## src/rtl/pulse_hp_pkg.sv

```systemverilog
// Shared types for the high-period pulse path (transmit generator and receive counter).
//   CNT_W      : width of the WIDTH/GAP fields and of the down-counter
//   hp_state_t : FSM states IDLE / HIGH / GAP
//   hp_req_t   : pulse request payload {width, gap}
//   eff_gap    : effective LOW length, max(gap, min_gap), never below one cycle
package pulse_hp_pkg;

  localparam int unsigned CNT_W = 5;

  typedef enum logic [1:0] {
    IDLE = 2'd0,
    HIGH = 2'd1,
    GAP  = 2'd2
  } hp_state_t;

  typedef struct packed {
    logic [CNT_W-1:0] width;
    logic [CNT_W-1:0] gap;
  } hp_req_t;

  // Zero-length gap is clamped to one cycle so the GAP load value never wraps.
  function automatic logic [CNT_W-1:0] eff_gap(input logic [CNT_W-1:0] gap,
                                               input logic [CNT_W-1:0] min_gap);
    logic [CNT_W-1:0] g;
    g = (gap > min_gap) ? gap : min_gap;
    if (g == '0) g = CNT_W'(1);
    return g;
  endfunction

endpackage

```

## src/rtl/hp_req_buf.sv

```systemverilog
// One-entry valid/ready holding register (bypass-free: output is valid only when full).
//   sys_clk, a_reset        : clock, async active-low reset (entry discarded)
//   in_valid/in_ready/in_data    : write side, in_ready = ~full
//   out_valid/out_ready/out_data : read side, out_valid = full
module hp_req_buf
  import pulse_hp_pkg::*;
(
  input  logic    sys_clk,
  input  logic    a_reset,
  input  logic    in_valid,
  output logic    in_ready,
  input  hp_req_t in_data,
  output logic    out_valid,
  input  logic    out_ready,
  output hp_req_t out_data
);

  logic    full;
  hp_req_t data;

  assign in_ready  = ~full;
  assign out_valid = full;
  assign out_data  = data;

  // Push only when empty, so push and pop never coincide.
  always_ff @(posedge sys_clk or negedge a_reset) begin
    if (!a_reset) begin
      full <= 1'b0;
      data <= '0;
    end else if (in_valid && in_ready) begin
      full <= 1'b1;
      data <= in_data;
    end else if (out_ready && full) begin
      full <= 1'b0;
    end
  end

endmodule

```

## src/rtl/pulse_gen_hp.sv

```systemverilog
// Pulse generator: drives PULSE high for WIDTH cycles, then low for max(GAP, MIN_GAP).
//   sys_clk, a_reset : clock, async active-low reset
//   req_valid/req_ready, req_width, req_gap : request handshake (one-entry buffer behind it)
//   pulse : generated pulse (registered)
//   busy  : FSM not idle or holding register full (registered)
//   done  : one-cycle strobe on the last LOW cycle of each request (registered)
// MIN_GAP is truncated to CNT_W bits and must not exceed 2^CNT_W-1.
module pulse_gen_hp
  import pulse_hp_pkg::*;
#(
  parameter int unsigned MIN_GAP = 1
) (
  input  logic             sys_clk,
  input  logic             a_reset,
  input  logic             req_valid,
  output logic             req_ready,
  input  logic [CNT_W-1:0] req_width,
  input  logic [CNT_W-1:0] req_gap,
  output logic             pulse,
  output logic             busy,
  output logic             done
);

  localparam logic [CNT_W-1:0] MIN_GAP_W = CNT_W'(MIN_GAP);

  hp_state_t        state, state_nxt;
  logic [CNT_W-1:0] cnt, cnt_nxt;
  logic [CNT_W-1:0] gap_cur, gap_nxt;
  logic             pulse_nxt, done_nxt, busy_nxt;

  hp_req_t req_in, hold_data, next_req;
  logic    hold_valid, hold_pop, buf_in_valid;
  logic    take, bypass, load, hold_full_nxt;

  assign req_in = '{width: req_width, gap: req_gap};

  hp_req_buf u_buf (
    .sys_clk   (sys_clk),
    .a_reset   (a_reset),
    .in_valid  (buf_in_valid),
    .in_ready  (req_ready),
    .in_data   (req_in),
    .out_valid (hold_valid),
    .out_ready (hold_pop),
    .out_data  (hold_data)
  );

  // FSM may accept a new request when idle or on the final GAP cycle; HOLD has priority.
  always_comb begin
    take          = (state == IDLE) || ((state == GAP) && (cnt == '0));
    bypass        = take && !hold_valid && req_valid;
    hold_pop      = take && hold_valid;
    buf_in_valid  = req_valid && !bypass;
    load          = hold_pop || bypass;
    next_req      = hold_valid ? hold_data : req_in;
    hold_full_nxt = hold_valid ? !hold_pop : (buf_in_valid && req_ready);
  end

  // Next-state, counter and output logic.
  always_comb begin
    state_nxt = state;
    cnt_nxt   = cnt;
    gap_nxt   = gap_cur;
    pulse_nxt = pulse;

    case (state)
      IDLE: begin
        pulse_nxt = 1'b0;
      end
      HIGH: begin
        if (cnt == '0) begin
          state_nxt = GAP;
          cnt_nxt   = gap_cur - CNT_W'(1);
          pulse_nxt = 1'b0;
        end else begin
          cnt_nxt = cnt - CNT_W'(1);
        end
      end
      GAP: begin
        if (cnt == '0) state_nxt = IDLE;
        else           cnt_nxt   = cnt - CNT_W'(1);
      end
      default: begin
        state_nxt = IDLE;
        cnt_nxt   = '0;
        pulse_nxt = 1'b0;
      end
    endcase

    // A load overrides the IDLE/GAP-final transition; zero width skips HIGH.
    if (load) begin
      gap_nxt = eff_gap(next_req.gap, MIN_GAP_W);
      if (next_req.width == '0) begin
        state_nxt = GAP;
        cnt_nxt   = gap_nxt - CNT_W'(1);
        pulse_nxt = 1'b0;
      end else begin
        state_nxt = HIGH;
        cnt_nxt   = next_req.width - CNT_W'(1);
        pulse_nxt = 1'b1;
      end
    end

    done_nxt = (state_nxt == GAP) && (cnt_nxt == '0);
    busy_nxt = (state_nxt != IDLE) || hold_full_nxt;
  end

  always_ff @(posedge sys_clk or negedge a_reset) begin
    if (!a_reset) begin
      state   <= IDLE;
      cnt     <= '0;
      gap_cur <= '0;
      pulse   <= 1'b0;
      done    <= 1'b0;
      busy    <= 1'b0;
    end else begin
      state   <= state_nxt;
      cnt     <= cnt_nxt;
      gap_cur <= gap_nxt;
      pulse   <= pulse_nxt;
      done    <= done_nxt;
      busy    <= busy_nxt;
    end
  end

endmodule
```

## config.mk

```make
export PLATFORM = sky130hd
export DESIGN_NAME = pulse_gen_hp
export DESIGN_NICKNAME = d
export VERILOG_FILES = /design/src/rtl/pulse_hp_pkg.sv /design/src/rtl/hp_req_buf.sv /design/src/rtl/pulse_gen_hp.sv
export SDC_FILE = /design/constraint.sdc
export NUM_CORES = 1
export LEC_CHECK = 0
export BUFFER_PORTS_ARGS = -buffer_cell sky130_fd_sc_hd__clkbuf_2
export CAP_MARGIN = 20
export CORE_ASPECT_RATIO = 1.4
export CORE_UTILIZATION = 54
export CTS_CLUSTER_DIAMETER = 60
export DETAILED_ROUTE_END_ITERATION = 10
export MAX_ROUTING_LAYER = met4
export PLACE_DENSITY = 0.83
export SYNTH_ARGS = -nofsm -noshare
export SYNTH_HDL_FRONTEND = slang
export SYNTH_SLANG_ARGS = --single-unit
```

## constraint.sdc

```tcl
create_clock -name sys_clk -period 6.4 [get_ports sys_clk]
set_clock_uncertainty 0.2 [all_clocks]
set_input_delay 0.96 -clock sys_clk [delete_from_list [all_inputs] [get_ports sys_clk]]
set_output_delay 0.96 -clock sys_clk [all_outputs]
set_load 0.02 [all_outputs]
```

; ---- Word level (Yosys, flattened, before mapping)
; Cells that the tools add are included.
[word_totals]
mem_bits_rw = 0
regBits = 26
wordCells = 63
rom_bits = 0
n_memories = 0
latch_bits = 0
[op_classes]
n_reduce_logical = 22
bitwise_logic = 1
n_addsub = 4
n_eq_ne = 5
mul = 0
div = 0
muxes = 21
shifts = 0
order_cmp = 1
[op_table]
columns = operator, n
row1 = 5-bit two-way mux, 7
row2 = 5-bit logical NOT, 4
row3 = 5-bit by 1-bit subtractor with 5-bit output (second input constant), 4
row4 = 5-bit one-hot mux with 3 select lines, 1
row5 = 10-bit two-way mux, 1
row6 = 1-bit logical AND, 8
row7 = 2-bit two-way mux, 4
row8 = 1-bit two-way mux, 6
row9 = 2-bit one-hot mux with 3 select lines, 1
row10 = 5-bit by 1-bit greater-than comparator with 1-bit output (second input constant), 1
row11 = 2-bit equality test (second input constant), 2
row12 = 2-bit nonzero test, 2
row13 = 1-bit logical NOT, 3
row14 = 1-bit logical OR, 3
row15 = 3-bit != test (second input constant), 1
row16 = 2-bit by 1-bit equality test with 1-bit output (second input constant), 1
row17 = 2-bit logical NOT, 1
row18 = 2-bit != test (second input constant), 1
row19 = 1-bit one-hot mux with 2 select lines, 1
row20 = 2-bit AND reduction, 1
row21 = 1-bit inverter, 1

; ---- Depth between registers and ports, before layout
; Gate-level depths: netlist of the first run.
[logic_depth]
word_depth = 12
depth_mapped = 10

; ---- Cells and area by module
; Synthesis of the first run repeated with hierarchy kept, for this count alone.
[unflattened]
cells_unflattened = 185
area_unflattened_um2 = 1806.7
[by_module_without_submodules]
columns = module, seq_area_each_um2, cells_each, area_each_um2, n_inst
row1 = pulse_gen_hp, 375.4, 160, 1340.0, 1
row2 = hp_req_buf, 275.3, 25, 466.7, 1

; ---- Worst setup path before layout of the first run
; Ideal clock, no wire load.
[synth_timing]
path_kind = input -> register
startpoint = input req_width[0]
endpoint = register done
t_arrival_ns = 2.728
setup_time_ns = 0.095
setup_slack_ns = 3.377
cell_stages = 9
path_buffers = 0
required_time_ns = 6.105
cell_sequence = nor4_2 -> a32oi_1 -> o21a_1 -> ha_1 -> o21ai_1 -> nor2_1 -> a221oi_1 -> o32a_1 -> nor4b_2
[synth_via]
elab_chain_len = 6
elab_cells_between_ends = 10
[synth_rtl]
columns = element, line_no
row1 = "start, declared", pulse_gen_hp.sv:17  ; input logic [CNT_W-1:0] req_width,
row2 = 10-bit two-way mux *, pulse_gen_hp.sv:55  ; next_req = hold_valid ? hold_data : req_in;
row3 = 5-bit by 1-bit subtractor with 5-bit output or 5-bit logical NOT (tied branches), "pulse_gen_hp.sv:99, pulse_gen_hp.sv:93"
row4 = 5-bit two-way mux or 2-bit two-way mux (tied branches), pulse_gen_hp.sv:93  ; if (next_req.width == '0) begin
row5 = 5-bit two-way mux or 2-bit two-way mux (tied branches), pulse_gen_hp.sv:91  ; if (load) begin
row6 = 5-bit logical NOT or 2-bit equality test (tied branches), pulse_gen_hp.sv:104  ; done_nxt = (state_nxt == GAP) && (cnt_nxt == '0);
row7 = 1-bit logical AND *, pulse_gen_hp.sv:104
row8 = named net done_nxt, pulse_gen_hp.sv:29  ; logic pulse_nxt, done_nxt, busy_nxt;
row9 = "end signal, assigned", pulse_gen_hp.sv:121  ; done <= done_nxt;
row10 = "end, declared", pulse_gen_hp.sv:21  ; output logic done
; Mark *: on every way through the listed nets, which the timed path passes. The rest lies on a longest branch.
; A chain may end at the register's enable or synchronous reset.

; ---- Worst setup path after layout of the first run
[layout_timing]
startpoint = register u_buf.full (netlist: u_buf.out_valid)
endpoint = register done
[layout_via]
elab_chain_len = 11
elab_cells_between_ends = 21
[layout_rtl]
columns = element, line_no
row1 = "start, declared", hp_req_buf.sv:18  ; logic full;
row2 = "start signal, assigned", hp_req_buf.sv:28  ; full <= 1'b0;
row3 = "start signal, assigned", hp_req_buf.sv:31  ; full <= 1'b1;
row4 = "start signal, assigned", hp_req_buf.sv:34  ; full <= 1'b0;
row5 = 10-bit two-way mux, pulse_gen_hp.sv:55
row6 = 5-bit by 1-bit greater-than comparator with 1-bit output, pulse_hp_pkg.sv:25  ; g = (gap > min_gap) ? gap : min_gap;
row7 = 5-bit two-way mux, pulse_hp_pkg.sv:25
row8 = 5-bit logical NOT, pulse_hp_pkg.sv:26  ; if (g == '0) g = CNT_W'(1);
row9 = 5-bit two-way mux, pulse_hp_pkg.sv:26
row10 = 5-bit two-way mux, pulse_gen_hp.sv:91
row11 = 5-bit by 1-bit subtractor with 5-bit output, pulse_gen_hp.sv:95  ; cnt_nxt = gap_nxt - CNT_W'(1);
row12 = 5-bit two-way mux, pulse_gen_hp.sv:93
row13 = 5-bit two-way mux, pulse_gen_hp.sv:91
row14 = 5-bit logical NOT, pulse_gen_hp.sv:104
row15 = 1-bit logical AND *, pulse_gen_hp.sv:104
row16 = named net done_nxt, pulse_gen_hp.sv:29
; Mark *: on every way through the listed nets, which the timed path passes. The rest lies on a longest branch. The select of a mux whose other input is x is not followed.

==> results of run 1 <==
==> placed cells by master, fill, tap and decap left out, types with 4 or more instances in the layout <==
master,netlist,final
dfrtp_1,26,26
inv_1,9,9
a21oi_1,10,10
nor3_1,9,9
mux2i_1,4,4
nand2_1,15,15
o211ai_1,4,4
clkbuf_2,0,16
nor2_1,13,13
xnor2_1,4,4
o21ai_0,18,18
mux2_2,11,11
==> synthesized netlist by cell type, types with 2 or more instances <==
cell type / instances / share of area [%]
mux2i_1: 4 / 2.3
nor2b_1: 2 / 0.71
o211ai_1: 4 / 1.7
o21ai_0: 18 / 5.1
a21o_2: 2 / 1.0
mux2_2: 11 / 7.0
nor3_1: 9 / 2.6
ha_1: 3 / 2.1
nor3b_1: 3 / 1.3
xnor2_1: 4 / 2.0
o32a_1: 2 / 1.1
nor2_1: 13 / 2.8
o31ai_1: 3 / 1.3
nor4_1: 2 / 0.71
a21oi_1: 10 / 2.8
a31oi_1: 3 / 1.1
clkbuf_1: 4 / 0.85
dfrtp_1: 26 / 37
nor4_2: 2 / 1.4
inv_1: 9 / 1.9
o32ai_1: 2 / 1.0
buf_2: 4 / 1.1
a211oi_1: 3 / 1.3
nand2_1: 15 / 3.2
==> how the worst min path moves through the flow <==
| stage | from | endpoint | slack (ns) | cells after the start |
|---|---|---|---|---|
| floorplan | gap_cur[4] | gap_cur[4] | 0.27 | 2 |
| global placement | u_buf.out_data[0] | u_buf.out_data[0] | 0.29 | 1 |
| detailed placement | gap_cur[4] | gap_cur[4] | 0.29 | 2 |
| CTS | gap_cur[4] | gap_cur[4] | 0.31 | 2 |
| global route | u_buf.out_data[0] | u_buf.out_data[0] | 0.33 | 1 |
| finish | gap_cur[4] | gap_cur[4] | 0.32 | 2 |
==> state kept, by name (all words and copies together), names as in the netlist <==
signal,cells
busy,1
state,2
u_buf.out_valid,1
pulse,1
cnt,5
u_buf.out_data,10
gap_cur,5
done,1
==> cell type report <==
class / count / area (um^2) / share of cell area [%]
Clock buffer: 3 / 41.3 / 2.18
Timing Repair Buffer: 17 / 87.6 / 4.63
Tap cell: 39 / 48.8 / 2.58
Inverter: 10 / 38.8 / 2.05
Multi-Input combinational cell: 144 / 1020 / 54.1
Sequential cell: 26 / 651 / 34.4
==> worst max-delay path, cell delays in order (launching register included) <==
cell and delay (ns):
dfrtp_1 0.87, inv_1 0.26, o32ai_1 0.52, o21a_1 0.23
ha_1 0.19, o21ai_1 0.11, a21o_2 0.20, a221oi_1 0.26
o32a_1 0.22, nor4b_2 0.20
==> power by group through the flow <==
stage,Combinational (mW),Clock (mW),Sequential (mW)
after floorplan,0.416,0,0.307
after global placement,0.481,0,0.345
after detailed placement,0.488,0,0.350
after CTS,0.493,0.0924,0.346
after global routing,0.546,0.0987,0.363
final,0.492,0.0894,0.347
==> logic make-up after synthesis <==
kind of cell | share of synthesized area (%)
compound gates | 22.7
xor+xnor | 2.49
fa+ha+maj | 2.70
buf+inv | 4.84
flops | 37.0
mux | 9.96
simple gates | 20.3
==> metal layers <==
layer | global-route usage, % | wire length [um] | vias to the layer above
met1 | 26.7 | 1480 | 701
met2 | 43.1 | 2040 | 39
met4 | 17.1 | 170 | 0
met5 | - | 0 | -
li1 | - | - | 732
met3 | 2.41 | 101 | 15
==> impl_metrics.json, run 1 <==
{
  "status": "finished clean",
  "power_density_nw_per_um2": 491,
  "gr-usage-all-layers_pct": 25.3,
  "timing.final.crit_period_ns": 3.36,
  "h-tree-depth": 1,
  "crit_type": "reg -> reg",
  "pwr-share-clk_pct": 9.6,
  "p_comb_share_pct": 53.0,
  "fin_cells": 239,
  "grt_pass1_vias": 1512,
  "clock.fmax_mhz": 298,
  "r2r_end": "done",
  "final-hold-violation-count": 0,
  "ctsHoldBuffers": 0,
  "drt-initial-drc-count": 41,
  "area_delta_synth_final_pct": 7.47,
  "p_leak_nw": 0.791,
  "yosys_warnings": 0,
  "place_ws_ns": 2.95,
  "antenna_found_initial": 0,
  "place.gp.congestion": 0.907,
  "grt_max_degree": 27,
  "power.switching_mw": 0.419,
  "ctsResizeCount": 0,
  "first_pass_iters": 4,
  "num_rows": 24,
  "place_hpwl_mm": 2.96,
  "cts_buffers": 3,
  "crit_end": "done",
  "fin_area_um2": 1890,
  "relSlewSlack_pct": 42.1,
  "postSynthCellCount": 190,
  "rsz0062_at_grt": "false",
  "die_area_um2": 3490,
  "fin_ws_ns": 3.04,
  "peakVddDrop_uv": 242,
  "p_seq_share_pct": 37.4,
  "avgRoutedWirePerCell_um": 15.8,
  "ys_seq_elements": 26,
  "holdCritPathClass": "reg -> reg",
  "drc": 0,
  "via_per_inst": 6.22,
  "clk_pin_slew_ns": 0.08,
  "crit_path_end_kind": "register",
  "cp-start-kind": "register",
  "fin_nets": 218,
  "post-cts-setup-buffers": 0,
  "synth_cell_types": 56,
  "cp-startpoint": "u_buf.out_valid",
  "min_period_over_period_pct": 52.5,
  "slew_viol_final": 0,
  "ys.flop_type": "dfrtp_1",
  "core_area_um2": 3120,
  "crit_arrival_ns": 3.33,
  "pin_count": 17,
  "setup_tns_ns": 0,
  "syn-num-nets": 206,
  "ff2ff_path_depth": 9,
  "grt_pass1_wl_mm": 6.55,
  "clkLatencyLatePin_ns": 0.27,
  "cts_tree": "done",
  "crit_path_max_fanout": 25,
  "die_x_um": 50.2,
  "holdWs_ns": 0.318,
  "initial_utilization_pct": 56.3,
  "tightest_slew_ns": 0.865,
  "placed_area_um2": 1850,
  "drive_above_1_share_pct": 22.5,
  "total_power_mw": 0.929,
  "antenna_cells": 0,
  "cts.path.max_buffers": 2,
  "reg2reg_from": "u_buf.out_valid",
  "postRouteAntennaNets": 0,
  "reg2reg_slack_ns": 3.04,
  "postSynth.asyncResetShare_pct": 100,
  "setup_violations": 0,
  "syn_area_um2": 1760,
  "place_inst": 236,
  "fin_util_pct": 60.5,
  "maxCapViolCount": 0,
  "critPathRequiredTime_ns": 6.38,
  "finalWirelength_mm": 3.79,
  "vias": 1487,
  "die_y_um": 69.5,
  "cts.sinks": 26,
  "switching_share_pct": 45.1,
  "cts-root-buf": "clkbuf_8",
  "synth_edf_count": 0,
  "grt_overflow": 0,
  "yosysSeqAreaShare_pct": 37.0,
  "synth.avg_cell_area_um2": 9.26,
  "fillCellCount": 289,
  "internal_power_mw": 0.510,
  "port_buffers": 16
}
Power figures use the tool's default switching activity.
==> inputs of run 2 (changes only) <==
--- a/config.mk
+++ b/config.mk
@@ -8,11 +8,11 @@
 export BUFFER_PORTS_ARGS = -buffer_cell sky130_fd_sc_hd__clkbuf_2
 export CAP_MARGIN = 20
 export CORE_ASPECT_RATIO = 1.4
-export CORE_UTILIZATION = 54
+export CORE_UTILIZATION = 53
 export CTS_CLUSTER_DIAMETER = 60
 export DETAILED_ROUTE_END_ITERATION = 10
 export MAX_ROUTING_LAYER = met4
-export PLACE_DENSITY = 0.83
+export PLACE_DENSITY = 0.84
 export SYNTH_ARGS = -nofsm -noshare
 export SYNTH_HDL_FRONTEND = slang
 export SYNTH_SLANG_ARGS = --single-unit
==> constraint.sdc (replaced) <==
create_clock -name sys_clk -period 3 [get_ports sys_clk]
set_clock_uncertainty 0.2 [all_clocks]
set_input_delay 0.45 -clock sys_clk [delete_from_list [all_inputs] [get_ports sys_clk]]
set_output_delay 0.45 -clock sys_clk [all_outputs]
set_load 0.02 [all_outputs]
==> run 2 against run 1 <==
Against the previous run: the run now ends with negative hold slack left; setup slack worse by 2.8 ns; register-to-register slack worse by 2.8 ns; utilization up 1.8 points; sequential share of layout area is 1.3 points lower; clock-buffer cell count is 1 higher; die area up 1.8%; sequential power up 100%; cell count is 3.3% higher; combinational power up 140%; global-route usage barely moved.
==> impl_metrics.json, run 2 (same netlist as run 1, synthesis figures left out) <==
{
  "crit_path_max_fanout": 13,
  "die_area_um2": 3560,
  "layout_common_cells": "dfrtp_1 (26), o21ai_0 (18), clkbuf_2 (16), nand2_1 (15), nor2_1 (13)",
  "pin_count": 17,
  "fin_ws_ns": 0.215,
  "grt_max_degree": 27,
  "clock.fmax_mhz": 359,
  "finalWirelength_mm": 3.86,
  "via_per_inst": 6.09,
  "postRouteAntennaNets": 0,
  "drt-initial-drc-count": 47,
  "cts_buffers": 3,
  "post-cts-setup-buffers": 0,
  "p_leak_nw": 0.832,
  "cts-root-buf": "clkbuf_8",
  "clkLatencyLatePin_ns": 0.27,
  "final_common_cell": "dfrtp_1",
  "crit_type": "reg -> reg",
  "status": "finished with violations",
  "min_period_over_period_pct": 92.8,
  "die_x_um": 50.7,
  "antenna_cells": 0,
  "h-tree-depth": 1,
  "maxCapViolCount": 0,
  "ctsResizeCount": 0,
  "fin_nets": 225,
  "peakVddDrop_uv": 564,
  "tightest_slew_ns": 0.668,
  "drc": 0,
  "violations": "negative hold slack",
  "port_buffers": 16,
  "fin_util_pct": 62.3,
  "rsz0062_at_grt": "false",
  "cts.sinks": 26,
  "crit_path_end_kind": "register",
  "setup_violations": 0,
  "ctsHoldBuffers": 0,
  "holdCritPathClass": "in -> async",
  "num_rows": 24,
  "vias": 1504,
  "grt_pass1_wl_mm": 6.61,
  "antenna_found_initial": 0,
  "slew_viol_final": 0,
  "grt_pass1_vias": 1556,
  "gr-usage-all-layers_pct": 25.3,
  "power_density_nw_per_um2": 1060,
  "grt_overflow": 0,
  "holdWs_ns": -0.0134,
  "ff2ff_path_depth": 8,
  "fin_area_um2": 1970,
  "setup_tns_ns": 0,
  "placed_area_um2": 1900,
  "place_ws_ns": 0.145,
  "place_hpwl_mm": 3.05,
  "cp-start-kind": "register",
  "cts_tree": "done",
  "first_pass_iters": 4,
  "clk_pin_slew_ns": 0.09,
  "largest_reg_flops": 10,
  "cts.path.max_buffers": 2,
  "initial_utilization_pct": 55.8,
  "avgRoutedWirePerCell_um": 15.6,
  "relSlewSlack_pct": 55.3,
  "area_delta_synth_final_pct": 11.7,
  "die_y_um": 70.2,
  "timing.final.crit_period_ns": 2.79,
  "core_area_um2": 3150,
  "crit_arrival_ns": 2.77,
  "drive_above_1_share_pct": 25.5,
  "critPathRequiredTime_ns": 2.98,
  "final-hold-violation-count": 26,
  "place.gp.congestion": 0.945
}
-- run 2: changes by cell type in the layout (fill, tap and decap cells not counted) --
cell	change
clkbuf_8	+1
buf_4	+7
nor4_2	-1
nor4_4	+1
-- run 2: worst paths after layout --
path / slack [ns] / start / endpoint
setup / recovery: 0.21 / cnt[0] / done
hold / removal: -0.01 / a_reset / u_buf.out_data[6]
setup reg to reg: 0.21 / cnt[0] / done
hold reg to reg: 0.31 / u_buf.out_data[0] / u_buf.out_data[0]
max in group asynchronous: 2.20 / a_reset / state[1]
min in group sys_clk: 0.22 / req_gap[0] / u_buf.out_data[0]
-- run 2: layout make-up --
cell class / count / area, um^2
Timing Repair Buffer: 24 / 140
Multi-Input combinational cell: 144 / 1030
Sequential cell: 26 / 651
Tap cell: 39 / 48.8
Inverter: 10 / 38.8
Fill cell: 272 / 1190
Clock buffer: 4 / 55.1
-- run 2: per-layer routing --
layer	track usage, %	wire [um]
met5	-	0
met4	16.7	187
met3	2.61	118
met2	43.9	2090
met1	26.1	1460
-- run 2: power breakdown --
group,switching [mW],internal (mW),total (mW)
sequential,0.198,0.508,0.706
clock,0.106,0.117,0.224
combinational,0.628,0.533,1.16
total,0.932,1.16,2.09
-- run 2: through the flow --
step	total power, mW	instances	hold slack (ns)
floorplan	1.54	190	-0.0456
global placement	1.81	243	0.284
detailed placement	1.84	243	0.298
CTS	2.07	247	0.00622
global route	2.25	247	0.0348
finish	2.09	247	-0.0134
-- run 2: worst max-delay path, stage by stage, from the launching register on --
cell      delay (ns)
dfrtp_1         0.42
inv_1           0.09
ha_1            0.21
nor4b_4         0.59
nor2_2          0.16
o31ai_1         0.27
a22oi_1         0.12
a2111o_1        0.37
nor4b_2         0.25
==> inputs of run 3 (changes only) <==
--- a/config.mk
+++ b/config.mk
@@ -5,14 +5,14 @@
 export SDC_FILE = /design/constraint.sdc
 export NUM_CORES = 1
 export LEC_CHECK = 0
-export BUFFER_PORTS_ARGS = -buffer_cell sky130_fd_sc_hd__clkbuf_2
 export CAP_MARGIN = 20
 export CORE_ASPECT_RATIO = 1.4
-export CORE_UTILIZATION = 53
+export CORE_UTILIZATION = 54
 export CTS_CLUSTER_DIAMETER = 60
 export DETAILED_ROUTE_END_ITERATION = 10
+export DONT_BUFFER_PORTS = 1
 export MAX_ROUTING_LAYER = met4
-export PLACE_DENSITY = 0.84
+export PLACE_DENSITY = 0.78
 export SYNTH_ARGS = -nofsm -noshare
 export SYNTH_HDL_FRONTEND = slang
 export SYNTH_SLANG_ARGS = --single-unit
==> constraint.sdc (replaced) <==
create_clock -name sys_clk -period 3.37 [get_ports sys_clk]
set_clock_uncertainty 0.2 [all_clocks]
set_input_delay 0.5055 -clock sys_clk [delete_from_list [all_inputs] [get_ports sys_clk]]
set_output_delay 0.5055 -clock sys_clk [all_outputs]
set_load 0.02 [all_outputs]
==> run 3 against run 2 <==
Against the previous run: the flow now finishes without violations; critical path depth is 1 higher; global-route usage is 0.68 points higher; flip-flop and latch count stayed put; first-iteration DRC count is 21% higher; power is 13% lower.
==> impl_metrics.json, run 3 (same netlist as run 1, synthesis figures left out) <==
{
  "area_delta_synth_final_pct": 6.69,
  "die_x_um": 50.2,
  "reg2reg_slack_ns": 0.35,
  "critPathMaxStageDelay_ns": 0.54,
  "h-tree-depth": 1,
  "antenna_found_initial": 0,
  "largest_reg_flops": 10,
  "grt_pass1_wl_mm": 6.72,
  "hold_path_depth": 2,
  "min_period_over_period_pct": 89.6,
  "finalWirelength_mm": 3.92,
  "final_common_cell": "dfrtp_1",
  "port_buffers": 0,
  "cts.path.max_buffers": 2,
  "pwr-share-clk_pct": 11.1,
  "first_pass_iters": 5,
  "drc": 0,
  "crit_arrival_ns": 3.00,
  "multiInputGateArea_um2": 1020,
  "crit_path_end_kind": "register",
  "drt-initial-drc-count": 57,
  "cts-root-buf": "clkbuf_8",
  "cp_slowest_cell": "dfrtp_1",
  "worstPathCellList": "buf_4 > a32oi_1 > o21a_1 > ha_1 > o21ai_1 > a21o_2 > a221oi_1 > o32a_1 > nor4b_2",
  "seq_area_um2": 651,
  "crit_type": "reg -> reg",
  "antenna_cells": 0,
  "die_y_um": 69.5,
  "p_leak_nw": 0.759,
  "timing.final.crit_period_ns": 3.02,
  "crit_path_max_fanout": 14,
  "timing.critical_path.buf_inv": 1,
  "reg2reg_from": "u_buf.out_valid",
  "path_delay_family": "compound AO/OA/AOI/OAI gates",
  "grt_pass1_vias": 1530,
  "holdCritStartpoint": "req_width[1]",
  "status": "finished clean",
  "num_rows": 24,
  "internal_power_mw": 1.00,
  "maxCapViolCount": 0,
  "clock.fmax_mhz": 331,
  "rsz0062_at_grt": "false",
  "final-hold-violation-count": 0,
  "clk_pin_slew_ns": 0.08,
  "r2r_end": "done",
  "holdCritPathClass": "in -> reg",
  "fillCellCount": 277,
  "gr-usage-all-layers_pct": 25.9,
  "slew_viol_final": 0,
  "cp-start-kind": "register",
  "place.gp.congestion": 0.954,
  "place_hpwl_mm": 3.01,
  "critPathRequiredTime_ns": 3.35,
  "clkLatencyLatePin_ns": 0.27,
  "cts.sinks": 26,
  "ff2ff_path_depth": 9,
  "place_ws_ns": 0.437,
  "post-cts-setup-buffers": 0,
  "p_comb_share_pct": 52.9,
  "p_seq_share_pct": 36.0,
  "total_power_mw": 1.82,
  "tightest_slew_ns": 0.692,
  "setup_violations": 0,
  "fin_ws_ns": 0.351,
  "layout_common_cells": "dfrtp_1 (26), o21ai_0 (18), nand2_1 (15), nor2_1 (13), mux2_2 (11)",
  "peakVddDrop_uv": 540,
  "power_density_nw_per_um2": 968,
  "grt_overflow": 0,
  "die_area_um2": 3490,
  "postRouteAntennaNets": 0,
  "relSlewSlack_pct": 53.9,
  "grt_max_degree": 27,
  "vias": 1485,
  "fin_nets": 207,
  "initial_utilization_pct": 56.3,
  "setup_tns_ns": 0,
  "cts_tree": "done",
  "switching_share_pct": 44.9,
  "pin_count": 17,
  "power.switching_mw": 0.816,
  "core_area_um2": 3120,
  "drive_above_1_share_pct": 17.9,
  "via_per_inst": 6.48,
  "cts_buffers": 3,
  "avgRoutedWirePerCell_um": 17.1,
  "hold_end": "u_buf.out_data[6]"
}
## run 3: cell types whose count changed in the layout (fill, tap and decap cells not counted)
cell	change
buf_12	+1
nor4_2	+1
clkbuf_2	-16
buf_4	-4
dlygate4sd3_1	+1
nor4_4	-1
## run 3: repair_timing
item,4_1_cts,5_1_grt
hold buffers,2,0
gates resized for setup,0,0
endpoints found under the hold margin,26,0
## run 3: layer usage
layer | GRT usage (%) | vias to the layer above | routed length [um]
met5 | - | - | 0
met4 | 13.7 | 0 | 162
met3 | 4.39 | 14 | 197
met2 | 43.0 | 61 | 1980
met1 | 29.1 | 705 | 1580
li1 | - | 705 | -
## run 3: area by class of cell
class | instances | share of cell area (%)
multi-input cells | 144 | 54.5
clock buffers | 4 | 2.93
well taps | 39 | 2.60
repair buffers | 6 | 3.20
inverters | 10 | 2.07
flip-flops and latches | 26 | 34.7
## run 3: worst max path at each step
stage / start / end / cells after the start
final: u_buf.out_valid / done / 9
after global routing: u_buf.out_valid / done / 9
after CTS: u_buf.out_valid / done / 9
after detailed placement: u_buf.out_valid / done / 9
after global placement: u_buf.out_valid / done / 9
after floorplan: req_width[0] / done / 9
## run 3: power groups by stage
stage	logic [mW]	registers, mW	clock network, mW
finish	0.961	0.655	0.201
global route	1.07	0.678	0.216
CTS	0.953	0.653	0.204
detailed placement	0.935	0.659	0
global placement	0.917	0.647	0
floorplan	0.789	0.582	0
## run 3: per-stage QoR
step	area, um^2	util [%]	cells	hold slack [ns]
floorplan	1760	-	190	0.00991
global placement	1790	57.4	223	0.0107
detailed placement	1790	57.4	223	0.0105
CTS	1880	60.1	229	0.160
global route	1880	60.1	229	0.165
finish	1880	60.1	229	0.163
